**src/rtl/ioctl_pkg.sv**
```systemverilog
// Shared types and constants for the HPS upload (read-back) path.
package ioctl_pkg;

    // Upload reader control states.
    typedef enum logic [1:0] {
        IDLE,
        GRANT,
        READY,
        FETCH
    } state_t;

    // Byte returned for reads beyond the exposed RAM window.
    localparam logic [7:0] FILL_BYTE = 8'hFF;

    // Width of the RAM read-latency counter (latency 1..3).
    localparam int LAT_W = 2;

endpackage

```
**src/rtl/ioctl_upload_reader_if.sv**
```systemverilog
// HPS ioctl read-back signals plus the core RAM port request/read signals.
interface ioctl_upload_reader_if #(
    parameter int AW = 10
) ();

    // HPS side
    logic          ioctl_upload;
    logic [7:0]    ioctl_index;
    logic          ioctl_rd;
    logic [24:0]   ioctl_addr;
    logic [7:0]    ioctl_din;
    logic          ioctl_wait;

    // Core RAM side
    logic          bus_req;
    logic          bus_gnt;
    logic [AW-1:0] mem_addr;
    logic          mem_rd;
    logic [7:0]    mem_dout;

    // The upload reader itself.
    modport master (
        input  ioctl_upload,
        input  ioctl_index,
        input  ioctl_rd,
        input  ioctl_addr,
        output ioctl_din,
        output ioctl_wait,
        output bus_req,
        input  bus_gnt,
        output mem_addr,
        output mem_rd,
        input  mem_dout
    );

    // The surroundings: HPS plus the core RAM port.
    modport slave (
        output ioctl_upload,
        output ioctl_index,
        output ioctl_rd,
        output ioctl_addr,
        input  ioctl_din,
        input  ioctl_wait,
        input  bus_req,
        output bus_gnt,
        input  mem_addr,
        input  mem_rd,
        output mem_dout
    );

endinterface

```
**src/rtl/ioctl_upload_reader.sv**
```systemverilog
// Serves HPS upload reads from a core byte RAM: requests the RAM port,
// then fetches each requested byte with a fixed read latency.
module ioctl_upload_reader
    import ioctl_pkg::*;
#(
    parameter int         AW     = 10,
    parameter int         SIZE   = 1024,
    parameter int         RD_LAT = 1,
    parameter logic [7:0] INDEX  = 8'd4
) (
    input  logic                    clk_sys,
    input  logic                    reset_n,
    ioctl_upload_reader_if.master   io
);

    // Full-width bound so high address bits never alias into the RAM window.
    localparam logic [24:0] SIZE_L = 25'(SIZE);

    state_t           state_q,    state_d;
    logic             upload_q,   upload_d;
    logic [LAT_W-1:0] cnt_q,      cnt_d;
    logic [7:0]       din_q,      din_d;
    logic             wait_q,     wait_d;
    logic             bus_req_q,  bus_req_d;
    logic [AW-1:0]    mem_addr_q, mem_addr_d;
    logic             mem_rd_q,   mem_rd_d;

    logic upload_rise;
    logic addr_in_range;

    assign upload_rise   = io.ioctl_upload & ~upload_q;
    assign addr_in_range = (io.ioctl_addr < SIZE_L);

    // Next-state and next-output computation for the upload FSM.
    always_comb begin
        state_d    = state_q;
        upload_d   = io.ioctl_upload;
        cnt_d      = cnt_q;
        din_d      = din_q;
        wait_d     = wait_q;
        bus_req_d  = bus_req_q;
        mem_addr_d = mem_addr_q;
        mem_rd_d   = 1'b0;

        case (state_q)
            IDLE: begin
                // Reads arriving here (even with the upload rise) are dropped.
                if (upload_rise && (io.ioctl_index == INDEX)) begin
                    state_d   = GRANT;
                    bus_req_d = 1'b1;
                    wait_d    = 1'b1;
                end
            end

            GRANT: begin
                if (!io.ioctl_upload) begin
                    state_d   = IDLE;
                    bus_req_d = 1'b0;
                    wait_d    = 1'b0;
                end else if (io.bus_gnt) begin
                    state_d = READY;
                    wait_d  = 1'b0;
                end
            end

            READY: begin
                if (!io.ioctl_upload) begin
                    state_d   = IDLE;
                    bus_req_d = 1'b0;
                    wait_d    = 1'b0;
                end else if (io.ioctl_rd) begin
                    if (addr_in_range) begin
                        state_d    = FETCH;
                        mem_addr_d = io.ioctl_addr[AW-1:0];
                        mem_rd_d   = 1'b1;
                        wait_d     = 1'b1;
                        cnt_d      = LAT_W'(RD_LAT);
                    end else begin
                        din_d = FILL_BYTE;
                    end
                end
            end

            FETCH: begin
                // An upload drop is handled once back in READY, so the byte
                // is always latched and bus_req falls one cycle later.
                if (cnt_q == '0) begin
                    state_d = READY;
                    din_d   = io.mem_dout;
                    wait_d  = 1'b0;
                end else begin
                    cnt_d = cnt_q - LAT_W'(1);
                end
            end

            default: state_d = IDLE;
        endcase
    end

    // State and registered outputs; upload history resets high so an upload
    // held across reset needs a fresh rising edge to start a session.
    always_ff @(posedge clk_sys or negedge reset_n) begin
        if (!reset_n) begin
            state_q    <= IDLE;
            upload_q   <= 1'b1;
            cnt_q      <= '0;
            din_q      <= 8'h00;
            wait_q     <= 1'b0;
            bus_req_q  <= 1'b0;
            mem_addr_q <= '0;
            mem_rd_q   <= 1'b0;
        end else begin
            state_q    <= state_d;
            upload_q   <= upload_d;
            cnt_q      <= cnt_d;
            din_q      <= din_d;
            wait_q     <= wait_d;
            bus_req_q  <= bus_req_d;
            mem_addr_q <= mem_addr_d;
            mem_rd_q   <= mem_rd_d;
        end
    end

    assign io.ioctl_din  = din_q;
    assign io.ioctl_wait = wait_q;
    assign io.bus_req    = bus_req_q;
    assign io.mem_addr   = mem_addr_q;
    assign io.mem_rd     = mem_rd_q;

endmodule

```
**src/flat_wrapper.sv**
```systemverilog
// flat-port wrapper written by rule: the top's interface ports become plain ports
module ioctl_upload_reader_flat import ioctl_pkg::*;
#(
    parameter int         AW     = 10,
    parameter int         SIZE   = 1024,
    parameter int         RD_LAT = 1,
    parameter logic [7:0] INDEX  = 8'd4
)
  (clk_sys, reset_n, io_ioctl_upload, io_ioctl_index, io_ioctl_rd, io_ioctl_addr, io_ioctl_din, io_ioctl_wait, io_bus_req, io_bus_gnt, io_mem_addr, io_mem_rd, io_mem_dout);
  ioctl_upload_reader_if #(.AW(AW)) io_i ();
  input  logic clk_sys;
  input  logic reset_n;
  input wire logic [$bits(io_i.ioctl_upload)-1:0] io_ioctl_upload;
  input wire logic [$bits(io_i.ioctl_index)-1:0] io_ioctl_index;
  input wire logic [$bits(io_i.ioctl_rd)-1:0] io_ioctl_rd;
  input wire logic [$bits(io_i.ioctl_addr)-1:0] io_ioctl_addr;
  output wire logic [$bits(io_i.ioctl_din)-1:0] io_ioctl_din;
  output wire logic [$bits(io_i.ioctl_wait)-1:0] io_ioctl_wait;
  output wire logic [$bits(io_i.bus_req)-1:0] io_bus_req;
  input wire logic [$bits(io_i.bus_gnt)-1:0] io_bus_gnt;
  output wire logic [$bits(io_i.mem_addr)-1:0] io_mem_addr;
  output wire logic [$bits(io_i.mem_rd)-1:0] io_mem_rd;
  input wire logic [$bits(io_i.mem_dout)-1:0] io_mem_dout;
  assign io_i.ioctl_upload = io_ioctl_upload;
  assign io_i.ioctl_index = io_ioctl_index;
  assign io_i.ioctl_rd = io_ioctl_rd;
  assign io_i.ioctl_addr = io_ioctl_addr;
  assign io_ioctl_din = io_i.ioctl_din;
  assign io_ioctl_wait = io_i.ioctl_wait;
  assign io_bus_req = io_i.bus_req;
  assign io_i.bus_gnt = io_bus_gnt;
  assign io_mem_addr = io_i.mem_addr;
  assign io_mem_rd = io_i.mem_rd;
  assign io_i.mem_dout = io_mem_dout;
  ioctl_upload_reader #(.AW(AW), .SIZE(SIZE), .RD_LAT(RD_LAT), .INDEX(INDEX)) u_core (.clk_sys(clk_sys), .reset_n(reset_n), .io(io_i));
endmodule
```
**config.mk**
```make
export PLATFORM = sky130hd
export DESIGN_NAME = ioctl_upload_reader_flat
export DESIGN_NICKNAME = d
export VERILOG_FILES = /design/src/rtl/ioctl_pkg.sv /design/src/rtl/ioctl_upload_reader_if.sv /design/src/rtl/ioctl_upload_reader.sv /design/src/flat_wrapper.sv
export SDC_FILE = /design/constraint.sdc
export NUM_CORES = 1
export LEC_CHECK = 0
export BUFFER_PORTS_ARGS = -buffer_cell sky130_fd_sc_hd__buf_2
export CAP_MARGIN = 20
export CORE_AREA = 2 2 58 60
export DETAILED_ROUTE_END_ITERATION = 12
export DIE_AREA = 0 0 60 62
export GPL_TIMING_DRIVEN = 0
export PLACE_DENSITY = 0.75
export SETUP_SLACK_MARGIN = 0.05
export SLEW_MARGIN = 10
export SYNTH_ARGS = -nofsm -noshare
export SYNTH_HDL_FRONTEND = slang
export SYNTH_SLANG_ARGS = --single-unit
```
**constraint.sdc**
```tcl
create_clock -name clk_sys -period 2.8 [get_ports clk_sys]
set_input_delay 0.28 -clock clk_sys [delete_from_list [all_inputs] [get_ports clk_sys]]
set_output_delay 0.28 -clock clk_sys [all_outputs]
set_load 0.03 [all_outputs]
```
# [Word level (Yosys, flattened, before mapping)]
# Index checks and enable logic that the tools add are counted.
[word_totals] output_inout_bits=21 ff_bits=26
[op_classes] n_bitwise=2 n_addsub=1 eq_ne=15 reduce_logical=11 n_mux=32 magnitude_cmp=1
[op_table] cell="$mux W8" n=4
[op_table] cell="$lt A25 B11 Y1 const B" n=1
[op_table] cell="$mux W2" n=11
[op_table] cell="$pmux W8 S2" n=1
[op_table] cell="$reduce_and A5 Y1" n=3
[op_table] cell="$mux W1" n=12
[op_table] cell="$ne A2 B2 Y1 const B" n=5
[op_table] cell="$eq A8 B3 Y1 const B" n=1
[op_table] cell="$pmux W2 S4" n=1
[op_table] cell="$ne A2 B1 Y1 const B" n=3
[op_table] cell="$ne A3 B3 Y1 const B" n=2
[op_table] cell="$eq A2 B2 Y1 const B" n=2
[op_table] cell="$logic_not A2 Y1" n=2
[op_table] cell="$pmux W1 S4" n=1
[op_table] cell="$pmux W2 S2" n=1
[op_table] cell="$reduce_and A4 Y1" n=1
[op_table] cell="$reduce_bool A2 Y1" n=2
[op_table] cell="$ne A3 B2 Y1 const B" n=1
[op_table] cell="$reduce_and A3 Y1" n=1
[op_table] cell="$eq A2 B1 Y1 const B" n=1
[op_table] cell="$pmux W1 S2" n=1
[op_table] cell="$reduce_or A2 Y1" n=1
[op_table] cell="$sub A2 B1 Y2 const B" n=1
[op_table] cell="$and A1 B1 Y1" n=1
[op_table] cell="other kinds (2)" n=2

# [Logic depth before layout (Yosys ltp)]
# Gate-level depths: netlist of run 1.
[logic_depth] word_depth=5 mapped_depth=8 ltp_nobuf=6

# [Worst setup path before layout of run 1]
# No wires, ideal clock.
[synth_path] kind="reg-to-reg" from="reg u_core.state_q[0]" to="reg u_core.din_q[0] (netlist: u_core.io.ioctl_din[0])" arrival_time_ps=2046 setup_slack_ps=672 setup_ps=82 stages_incl_launch_ff=9 required_ps=2718 synth_period_minus_slack_ps=2128 cell_sequence="dfrtp_1 -> inv_1 -> ha_1 -> buf_2 -> nor4b_1 -> nand4_2 -> and3_1 -> clkbuf_1 -> a31oi_1"
[synth_via] elab_chain_len=3 elab_cells_between_ends=9
[synth_lines] element="start: declaration" line_no="ioctl_upload_reader.sv:19" source="state_t state_q, state_d;"
[synth_lines] element="start signal: assignment" line_no="ioctl_upload_reader.sv:113" source="state_q <= state_d;"
[synth_lines] element="$eq A2 B2 Y1" line_no="ioctl_upload_reader.sv:45" source="case (state_q)"
[synth_lines] element="$ne A2 B2 Y1 (no line), or another cell as far along"
[synth_lines] element="$reduce_and A5 Y1 (no line)"
[synth_lines] element="end signal: assignment" line_no="ioctl_upload_reader.sv:116" source="din_q <= din_d;"
[synth_lines] element="end: declaration" line_no="ioctl_upload_reader.sv:22" source="logic [7:0] din_q, din_d;"
# Parallel ways exist; a longest one is shown, timed or not.
# A chain may end at the register's enable or synchronous reset.

# [Worst setup path in the final report of run 1]
[layout_path] from="reg u_core.state_q[0]" to="reg u_core.din_q[5] (netlist: u_core.io.ioctl_din[5])"
# Same word-level chain as after synthesis.

==> results.py, run 1 <==
metrics = {
    "status": {
        "status": "finished, final reports clean",
    },
    "floorplan": {
        "num_rows": 21,
        "die_area_mm2": 0.00372,
        "start_util": 0.406,
        "core_area_mm2": 0.00318,
        "die_y_um": 62,
        "num_io_pins": 67,
        "die_w_um": 60,
    },
    "clock_network": {
        "postCtsSetupRepairBufs": 0,
        "clk_path_buf_depth": 2,
        "cts_buffers": 3,
        "clk_transition_reported_paths_ns": 0.13,
        "tritoncts": "done",
        "clockRootBuffer": "clkbuf_4",
        "htree_levels": 1,
        "cts_sinks": 25,
        "clock_latency_ns": 0.30,
    },
    "yosys": {
        "synth_ff_type": "dfrtp_1",
        "synth-adder-area-share": 0.0582,
        "ys_seq_area_frac": 0.486,
        "yosysMostFrequentCell": "dfrtp_1",
        "synth_fp_nets": 166,
        "synth_top_area_frac": 0.466,
        "ys_async_sr_fraction": 1.00,
        "synth_top_family_by_area": "compound AO/OA/AOI/OAI gates",
        "synth_cell_types": 36,
        "yosys_warnings": 0,
        "synthXorXnorAreaFrac": 0,
        "syn_area_per_cell_um2": 11.3,
        "synth_area_leaders": "dfrtp_1 (47%), mux2_2 (8.7%), a31oi_1 (6.8%)",
        "synth.ff_latch_count": 25,
        "synth_edf_count": 0,
        "yosys.area_share.simple": 0.113,
        "synthTopCellsByCount": "dfrtp_1 (24), a31oi_1 (14), inv_1 (12), mux2_2 (10), ha_1 (6)",
        "synth_compound_area_frac": 0.182,
        "muxShareOfSynthArea": 0.107,
        "synth_area_mm2": 0.00129,
        "yosys.area.top_type": "dfrtp_1",
        "synth_cells": 114,
    },
    "timing": {
        "tns_ns": 0,
        "rsz0062_at_grt": "false",
        "worst_pin_slew_ns": 0.720,
        "setup_violations": 0,
        "fin_crit_sh": 0.856,
        "holdWs_ns": 0.121,
        "slew_headroom": 0.517,
        "finalCriticalPeriod_ns": 2.40,
        "finalHoldViolCount": 0,
        "slew_violations": 0,
        "clock_skew_ns": 0.00272,
        "fmax_mhz": 417,
    },
    "power": {
        "leakagePower_nw": 0.863,
        "power_mw": 1.07,
        "power_density_mw_per_mm2": 626,
        "ir_worst_vdd_mv": 0.238,
    },
    "global_route": {
        "grtUsageMet3": 0.0104,
        "met2_usage": 0.321,
        "first_global_vias": 1090,
        "met1_usage": 0.191,
        "busiest_layer": "met2",
        "grt_first_pass_wirelength_um": 4700,
        "grt_max_degree": 26,
        "antenna_found_initial": 0,
        "grt.overflow.total": 0,
        "grtUsageTotal": 0.166,
    },
    "setup_path": {
        "cp_max_fo": 10,
        "endpoint_kind": "register",
        "required_ns": 3.02,
        "critPathKind": "register to register",
        "startpoint_type": "register",
        "worstPathArrival_ns": 2.62,
    },
    "detailed_routing": {
        "routed_wl_um": 3130,
        "via_per_inst": 5.04,
        "detail_route.first_pass.iterations": 4,
        "drt_iter0_drc": 17,
        "drtAntennaViolNets": 0,
        "drc": 0,
        "routed-via-count": 1165,
        "wl_per_cell_um": 13.5,
    },
    "min_path": {
        "hold_class": "primary input to register",
    },
    "placement": {
        "io_buffers": 66,
        "placed_area_mm2": 0.00168,
        "detailed_place_hpwl_um": 2480,
        "dp_cells": 226,
        "gp_congestion": 0.815,
    },
    "cells_and_area": {
        "syn_to_final_growth_pct": 33.0,
        "antenna_cells": 0,
        "drive_gt1_frac": 0.481,
        "layout.nets": 238,
        "final_cell_area_mm2": 0.00172,
        "final_cells": 231,
    },
    "flow_run": {
        "maxCapViolations": 0,
    },
}
[stage by stage]
step                      utilization  setup slack (ns)
after floorplan                     -             0.672
after global placement          0.528             0.591
after detailed placement        0.528             0.408
after CTS                       0.540             0.358
after global routing            0.540             0.211
final                           0.540             0.404
[final timing paths]
kind | start | end | slack [ns] | cells past startpoint
setup reg to reg | u_core.state_q[0] | u_core.io.ioctl_din[5] | 0.40 | 8
max in group asynchronous | reset_n | u_core.upload_q | 1.95 | 2
hold reg to reg | u_core.io.mem_addr[5] | u_core.io.mem_addr[5] | 0.52 | 1
hold / removal | io_ioctl_upload | u_core.upload_q | 0.12 | 1
min in group asynchronous | reset_n | u_core.io.ioctl_din[4] | 0.49 | 2
setup / recovery | u_core.state_q[0] | u_core.io.ioctl_din[5] | 0.40 | 8
[power by group]
part	internal (mW)	total, mW	switching (mW)
registers	0.412	0.449	0.0370
clock network	0.0532	0.153	0.100
logic	0.185	0.471	0.286
total	0.651	1.07	0.423
[area by class of cell]
| cell class | instances | area [um^2] |
|---|---|---|
| Clock buffer | 3 | 22.5 |
| Sequential cell | 25 | 627 |
| Buffer | 5 | 23.8 |
| Clock inverter | 1 | 5.00 |
| Fill cell | 292 | 1460 |
| Multi-Input combinational cell | 72 | 594 |
| Tap cell | 46 | 57.6 |
| Inverter | 12 | 45.0 |
| Timing Repair Buffer | 67 | 340 |
[kinds of logic (layout without fill, tap and decap cells)]
logic type,count (synthesis),in the layout
adder cells (fa/ha/maj),6,6
multiplexers,12,12
buffers and inverters,17,88
flip-flops,25,25
AO/OA/AOI/OAI,32,32
AND/OR/NAND/NOR,22,22
[what timing repair did]
item / 4_1_cts / 5_1_grt
hold buffers: 1 / 0
gates resized for setup: 0 / 0
endpoints found under the hold margin: 24 / 0
[critical path, stage by stage (launching register included)]
cell      delay, ns
dfrtp_1        0.45
inv_1          0.14
ha_1           0.16
buf_2          0.21
nor4b_1        0.32
nand4_2        0.33
and3_1         0.31
clkbuf_1       0.17
a31oi_1        0.23
[layer usage]
metal  vias up  share of wire
met1       551           0.40
met5         -              0
met4         0          0.015
li1        570              -
met2        40           0.54
met3         4          0.045
[registers in the layout (all words and copies together) (netlist names)]
signal and count:
u_core.io.bus_req 1, u_core.io.mem_addr 10, u_core.cnt_q 2, u_core.io.ioctl_din 8, u_core.upload_q 1, u_core.state_q 2
u_core.io.mem_rd 1
[cell usage in the layout, fill, tap and decap left out, types with 3 or more instances in the layout]
cell type,instances
mux2_2,10
nor2_1,4
dfrtp_1,24
nand2_1,3
buf_2,67
clkbuf_1,3
inv_1,12
a21oi_1,5
clkbuf_4,3
nor4_1,3
ha_1,6
a31oi_1,14
Power figures use the tool's default switching activity.
==> inputs of run 2 (changes only) <==
ABC_AREA = 1   (was default)
CORE_AREA = 2 2 57 59   (was 2 2 58 60)
DIE_AREA = 0 0 59 61   (was 0 0 60 62)
PLACE_DENSITY = 0.78   (was 0.75)
==> run 2 against run 1 <==
Against the previous run:
- sequential share of layout area is the same
- utilization grew 4.1 points
- synthesized area grew 1.4%
- sequential power grew 14%
- worst setup slack gained 0.69 ns
- register-to-register slack gained 0.69 ns
==> results.py, run 2 <==
metrics = {
    "status": {
        "status": "finished, final reports clean",
    },
    "cells_and_area": {
        "layout.nets": 287,
        "final_cell_area_mm2": 0.00172,
        "largest_reg_flops": 10,
        "syn_to_final_growth_pct": 31.2,
        "final_common_cell": "buf_2",
        "drive_gt1_frac": 0.389,
        "antenna_cells": 0,
        "final_cell_mix": "buf_2 (67), nand2_1 (60), nor2_1 (24), dfrtp_1 (24), inv_1 (11)",
        "final_core_util": 0.581,
        "fill_cells": 288,
        "final_cells": 267,
    },
    "placement": {
        "placed_area_mm2": 0.00168,
        "pre_cts_slack_ns": 1.10,
        "detailed_place_hpwl_um": 2070,
        "io_buffers": 66,
        "dp_cells": 262,
        "gp_congestion": 0.708,
    },
    "clock_network": {
        "cts_resized": 0,
        "tritoncts": "done",
        "clk_transition_reported_paths_ns": 0.12,
        "htree_levels": 1,
        "clock_latency_ns": 0.31,
        "postCtsSetupRepairBufs": 0,
        "cts_hold_buf": 1,
        "cts_sinks": 25,
        "clockRootBuffer": "clkbuf_4",
        "cts_buffers": 3,
        "clk_path_buf_depth": 2,
    },
    "timing": {
        "tns_ns": 0,
        "rsz0062_at_grt": "false",
        "fmax_mhz": 586,
        "finalCriticalPeriod_ns": 1.71,
        "final.setup.worst_slack_ns": 1.09,
        "worst_pin_slew_ns": 0.533,
        "setup_violations": 0,
        "finalHoldViolCount": 0,
        "slew_violations": 0,
        "clock_skew_ns": 0.00373,
        "slew_headroom": 0.645,
        "fin_crit_sh": 0.610,
        "holdWs_ns": 0.0966,
    },
    "power": {
        "power_mw": 1.31,
        "p_comb_frac": 0.490,
        "p_clk_frac": 0.117,
        "power_density_mw_per_mm2": 763,
        "leakagePower_nw": 1.01,
        "ir_worst_vdd_mv": 0.618,
        "netSwitchingFraction": 0.435,
        "intPower_mw": 0.739,
        "switchingPower_mw": 0.570,
        "share_seq_of_total_power": 0.393,
    },
    "floorplan": {
        "start_util": 0.443,
        "die_w_um": 59,
        "num_rows": 20,
        "die_y_um": 61,
        "core_area_mm2": 0.00295,
        "die_area_mm2": 0.00360,
        "num_io_pins": 67,
    },
    "global_route": {
        "grtUsageTotal": 0.163,
        "grt.overflow.total": 0,
        "grt_max_degree": 26,
        "first_global_vias": 1151,
        "antenna_found_initial": 0,
        "grt_first_pass_wirelength_um": 4560,
    },
    "detailed_routing": {
        "wl_per_cell_um": 9.57,
        "detail_route.first_pass.iterations": 4,
        "routed_wl_um": 2550,
        "drtAntennaViolNets": 0,
        "drt_iter0_drc": 20,
        "via_per_inst": 4.62,
        "drc": 0,
        "routed-via-count": 1234,
    },
    "yosys": {
        "yosys.area.top_type": "dfrtp_1",
        "synth_area_leaders": "dfrtp_1 (46%), nand2_1 (17%), nor2_1 (6.9%)",
        "synth_edf_count": 0,
        "synthTopCellsByCount": "nand2_1 (60), dfrtp_1 (24), nor2_1 (24), inv_1 (11), o21ai_2 (9)",
        "synth_top_area_frac": 0.459,
        "ys_async_sr_fraction": 1.00,
        "yosysMostFrequentCell": "nand2_1",
        "synth_ff_type": "dfrtp_1",
        "synth_cells": 163,
        "synth_area_mm2": 0.00131,
        "synth.ff_latch_count": 25,
        "ys_seq_area_frac": 0.479,
        "synth_fp_nets": 215,
        "synth_cell_types": 19,
        "yosys_warnings": 0,
        "syn_area_per_cell_um2": 8.02,
    },
    "setup_path": {
        "reg2reg_depth": 10,
        "cp_max_fo": 10,
        "critPathKind": "register to register",
        "required_ns": 3.01,
        "startpoint_type": "register",
        "worstPathArrival_ns": 1.92,
        "endpoint_kind": "register",
    },
    "min_path": {
        "hold_class": "primary input to register",
        "holdPathStages": 1,
    },
    "flow_run": {
        "maxCapViolations": 0,
    },
}
==> run 2: cell types whose count changed in the layout (fill, tap and decap cells not counted), sizes merged, moves of 2 or more <==
cell / previous run / this run
nand2b: 2 / 0
nor4: 3 / 0
nor4b: 2 / 0
nand3: 1 / 9
nand2: 3 / 64
a21oi: 5 / 0
o21ai: 2 / 12
nor2: 4 / 26
o21a: 2 / 0
mux2: 11 / 0
or4b: 2 / 0
a31oi: 14 / 0
==> run 2: area by class of cell <==
cell class,count,area [um^2],share of cell area
Buffer,4,27.5,0.0160
Clock buffer,4,26.3,0.0153
Inverter,13,48.8,0.0284
Multi-Input combinational cell,121,604,0.352
Sequential cell,25,627,0.365
Tap cell,33,41.3,0.0241
Timing Repair Buffer,67,340,0.198
==> run 2: logic make-up after synthesis <==
family / count (synthesis) / synth area share
AOI/OAI and AO/OA: 12 / 0.0718
adders and majority gates: 6 / 0.0574
buffers and inverters: 17 / 0.0584
DFF: 25 / 0.479
and+or+nand+nor: 103 / 0.333
==> run 2: layer usage <==
| layer | wire length, um | vias up | share of wire | GRT usage |
|---|---|---|---|---|
| li1 | - | 650 | - | - |
| met1 | 1120 | 549 | 0.44 | 0.188 |
| met2 | 1310 | 35 | 0.51 | 0.310 |
| met3 | 125 | 0 | 0.049 | 0.0469 |
| met4 | 0 | 0 | 0 | 0.0195 |
| met5 | 0 | - | 0 | 0 |
==> run 2: worst paths after layout <==
kind                                    from                endpoint  slack [ns]
setup / recovery           u_core.state_q[0]  u_core.io.ioctl_din[7]        1.09
hold / removal               io_ioctl_upload         u_core.upload_q         0.1
setup reg to reg           u_core.state_q[0]  u_core.io.ioctl_din[7]        1.09
hold reg to reg              u_core.cnt_q[1]         u_core.cnt_q[1]        0.49
max in group asynchronous            reset_n         u_core.upload_q        1.95
min in group asynchronous            reset_n        u_core.io.mem_rd        0.47
==> run 2: worst max-delay path, stage by stage (launching register included) <==
cell	delay [ns]
dfrtp_1	0.45
inv_1	0.12
ha_1	0.26
nand2_2	0.10
inv_2	0.08
nand2_2	0.05
o21ai_2	0.11
nand3_4	0.16
buf_6	0.19
nand2_2	0.06
o21ai_2	0.04
==> run 2: power by group through the flow <==
stage	clock network, mW	logic, mW	registers (mW)
after floorplan	0	0.324	0.667
after global placement	0	0.633	0.522
after detailed placement	0	0.647	0.523
after CTS	0.163	0.650	0.516
after global routing	0.180	0.723	0.527
final	0.153	0.642	0.514
==> inputs of run 3 (changes only) <==
clock period = 1.58 ns   (was 2.8 ns; I/O delays follow)
==> run 3 against run 2 <==
Against the previous run:
- utilization increased by 3.8 points
- worst setup slack got worse by 0.98 ns
- total power increased by 92%
- critical path depth unchanged
- register-to-register slack got worse by 0.98 ns
- non-clock buffer count increased by 6
- via count increased by 1.7%
- count of clock-buffer cells in the layout decreased by 1
- clock skew increased by 0.0086 ns
- largest power group unchanged
- critical path type unchanged
- combinational power increased by 100%
- critical endpoint unchanged
==> results.py, run 3 (synthesis results as in run 2) <==
metrics = {
    "detailed_routing": {
        "drtAntennaViolNets": 0,
        "via_per_inst": 4.60,
        "routed-via-count": 1255,
        "routed_wl_um": 2740,
        "wl_per_cell_um": 10.0,
        "detail_route.first_pass.iterations": 6,
        "drt_iter0_drc": 27,
        "drc": 0,
    },
    "setup_path": {
        "startpoint": "u_core.state_q[0]",
        "reg2reg_from": "u_core.state_q[0]",
        "crit_path_max_incr_delay_ns": 0.45,
        "worstPathArrival_ns": 1.69,
        "required_ns": 1.81,
        "crit_slowest_cell": "dfrtp_2",
        "crit_top_cell": "nand2_2",
        "cp_max_fo": 10,
        "critPathKind": "register to register",
        "crit_chain": "inv_2 -> ha_4 -> nand2_4 -> inv_4 -> nand2_2 -> o21ai_4 -> nand3_4 -> buf_8 -> nand2_2 -> o21ai_2",
        "critPathBufInv": 3,
        "endpoint_kind": "register",
        "startpoint_type": "register",
        "crit_family": "flip-flops",
    },
    "timing": {
        "setup_violations": 0,
        "worst_pin_slew_ns": 0.530,
        "finalCriticalPeriod_ns": 1.46,
        "slew_headroom": 0.646,
        "fmax_mhz": 684,
        "tns_ns": 0,
        "final.setup.worst_slack_ns": 0.118,
        "slew_violations": 0,
        "clock_skew_ns": 0.0123,
        "holdWs_ns": 0.0205,
        "finalHoldViolCount": 0,
        "rsz0062_at_grt": "true",
        "fin_crit_sh": 0.925,
    },
    "floorplan": {
        "core_area_mm2": 0.00295,
        "die_y_um": 61,
        "num_io_pins": 67,
        "die_area_mm2": 0.00360,
        "num_rows": 20,
        "die_w_um": 59,
        "start_util": 0.443,
    },
    "clock_network": {
        "htree_levels": 1,
        "cts_sinks": 25,
        "cts_buffers": 3,
        "clk_transition_reported_paths_ns": 0.15,
        "clk_path_buf_depth": 2,
        "tritoncts": "done",
        "clockRootBuffer": "clkbuf_4",
        "clock_latency_ns": 0.32,
    },
    "power": {
        "share_seq_of_total_power": 0.366,
        "p_comb_frac": 0.518,
        "leakagePower_nw": 1.05,
        "p_clk_frac": 0.116,
        "netSwitchingFraction": 0.434,
        "switchingPower_mw": 1.09,
        "ir_worst_vdd_mv": 0.837,
        "intPower_mw": 1.42,
        "power_density_mw_per_mm2": 1370,
        "power_mw": 2.51,
    },
    "min_path": {
        "worstHoldStart": "io_ioctl_addr[3]",
        "hold_class": "primary input to register",
    },
    "placement": {
        "pre_cts_slack_ns": 0.00859,
        "io_buffers": 66,
        "detailed_place_hpwl_um": 2130,
        "gp_congestion": 0.780,
    },
    "cells_and_area": {
        "drive_gt1_frac": 0.433,
        "antenna_cells": 0,
        "final_core_util": 0.619,
        "multi_input_area_um2": 637,
        "final_cell_mix": "buf_2 (67), nand2_1 (59), nor2_1 (24)",
        "largest_reg_flops": 10,
        "regArea_um2": 628,
        "final_common_cell": "buf_2",
        "layout.nets": 293,
        "fill_cells": 293,
        "syn_to_final_growth_pct": 39.7,
    },
    "global_route": {
        "grt_max_degree": 26,
        "grt_first_pass_wirelength_um": 4640,
        "grtUsageTotal": 0.167,
        "grt.overflow.total": 0,
        "antenna_found_initial": 0,
        "first_global_vias": 1210,
    },
    "status": {
        "status": "finished, final reports clean",
    },
    "flow_run": {
        "maxCapViolations": 0,
    },
}
-- run 3: cell types whose count changed in the layout (fill, tap and decap cells not counted), moves of 2 or more --
cell / previous run / this run
buf_4: 1 / 4
ha_1: 6 / 4
inv_4: 0 / 2
clkbuf_1: 2 / 0
-- run 3: final cells by class --
cell class              instances  area share
plain buffers                   4      0.0178
clock buffers                   3      0.0123
clock inverters                 1     0.00411
inverters                      13      0.0295
multi-input cells             121       0.349
flip-flops and latches         25       0.344
well taps                      33      0.0226
repair buffers                 73       0.221
-- run 3: repair_timing --
| item | 4_1_cts | 5_1_grt |
|---|---|---|
| hold buffers | 2 | 0 |
| pin swaps | 1 | 4 |
| setup buffers | 4 | 1 |
| endpoints found under the hold margin | 25 | 0 |
| resized for setup | 1 | 10 |
| setup endpoints to repair | 11 | 10 |
-- run 3: worst paths after layout --
| kind | endpoint | slack (ns) | cells past startpoint |
|---|---|---|---|
| max | u_core.io.ioctl_din[7] | 0.12 | 10 |
| min reg2reg | u_core.io.mem_addr[0] | 0.49 | 2 |
| max reg2reg | u_core.io.ioctl_din[7] | 0.12 | 10 |
| min | u_core.io.mem_addr[3] | 0.02 | 3 |
| max in group asynchronous | u_core.state_q[0] | 0.86 | 2 |
| min in group asynchronous | u_core.io.mem_addr[0] | 0.33 | 2 |
-- run 3: metal layers --
metal  part of all wire  GRT usage  vias to the layer above
li1                   -          -                      659
met1               0.42      0.174                      565
met2               0.54      0.351                       29
met3              0.037     0.0192                        2
met4             0.0037     0.0390                        0
met5                  0          0                        -
-- run 3: metrics by stage --
step                cells  cell area [um^2]
floorplan             163              1320
global placement      262              1690
detailed placement    262              1690
CTS                   272              1790
global route          273              1830
finish                273              1830
-- run 3: worst min-delay path, delay by kind of cell --
kind,cells,cell delay (ns)
AND/OR/NAND/NOR,2,0.08
buffers and inverters,1,0.07
-- run 3: power groups by stage --
stage / Clock, mW / Sequential [mW] / Combinational (mW)
6_report: 0.292 / 0.918 / 1.30
5_1_grt: 0.327 / 0.938 / 1.46
4_1_cts: 0.305 / 0.918 / 1.26
3_5_place_dp: 0 / 0.938 / 1.17
3_3_place_gp: 0 / 0.938 / 1.14
2_1_floorplan: 0 / 1.19 / 0.587
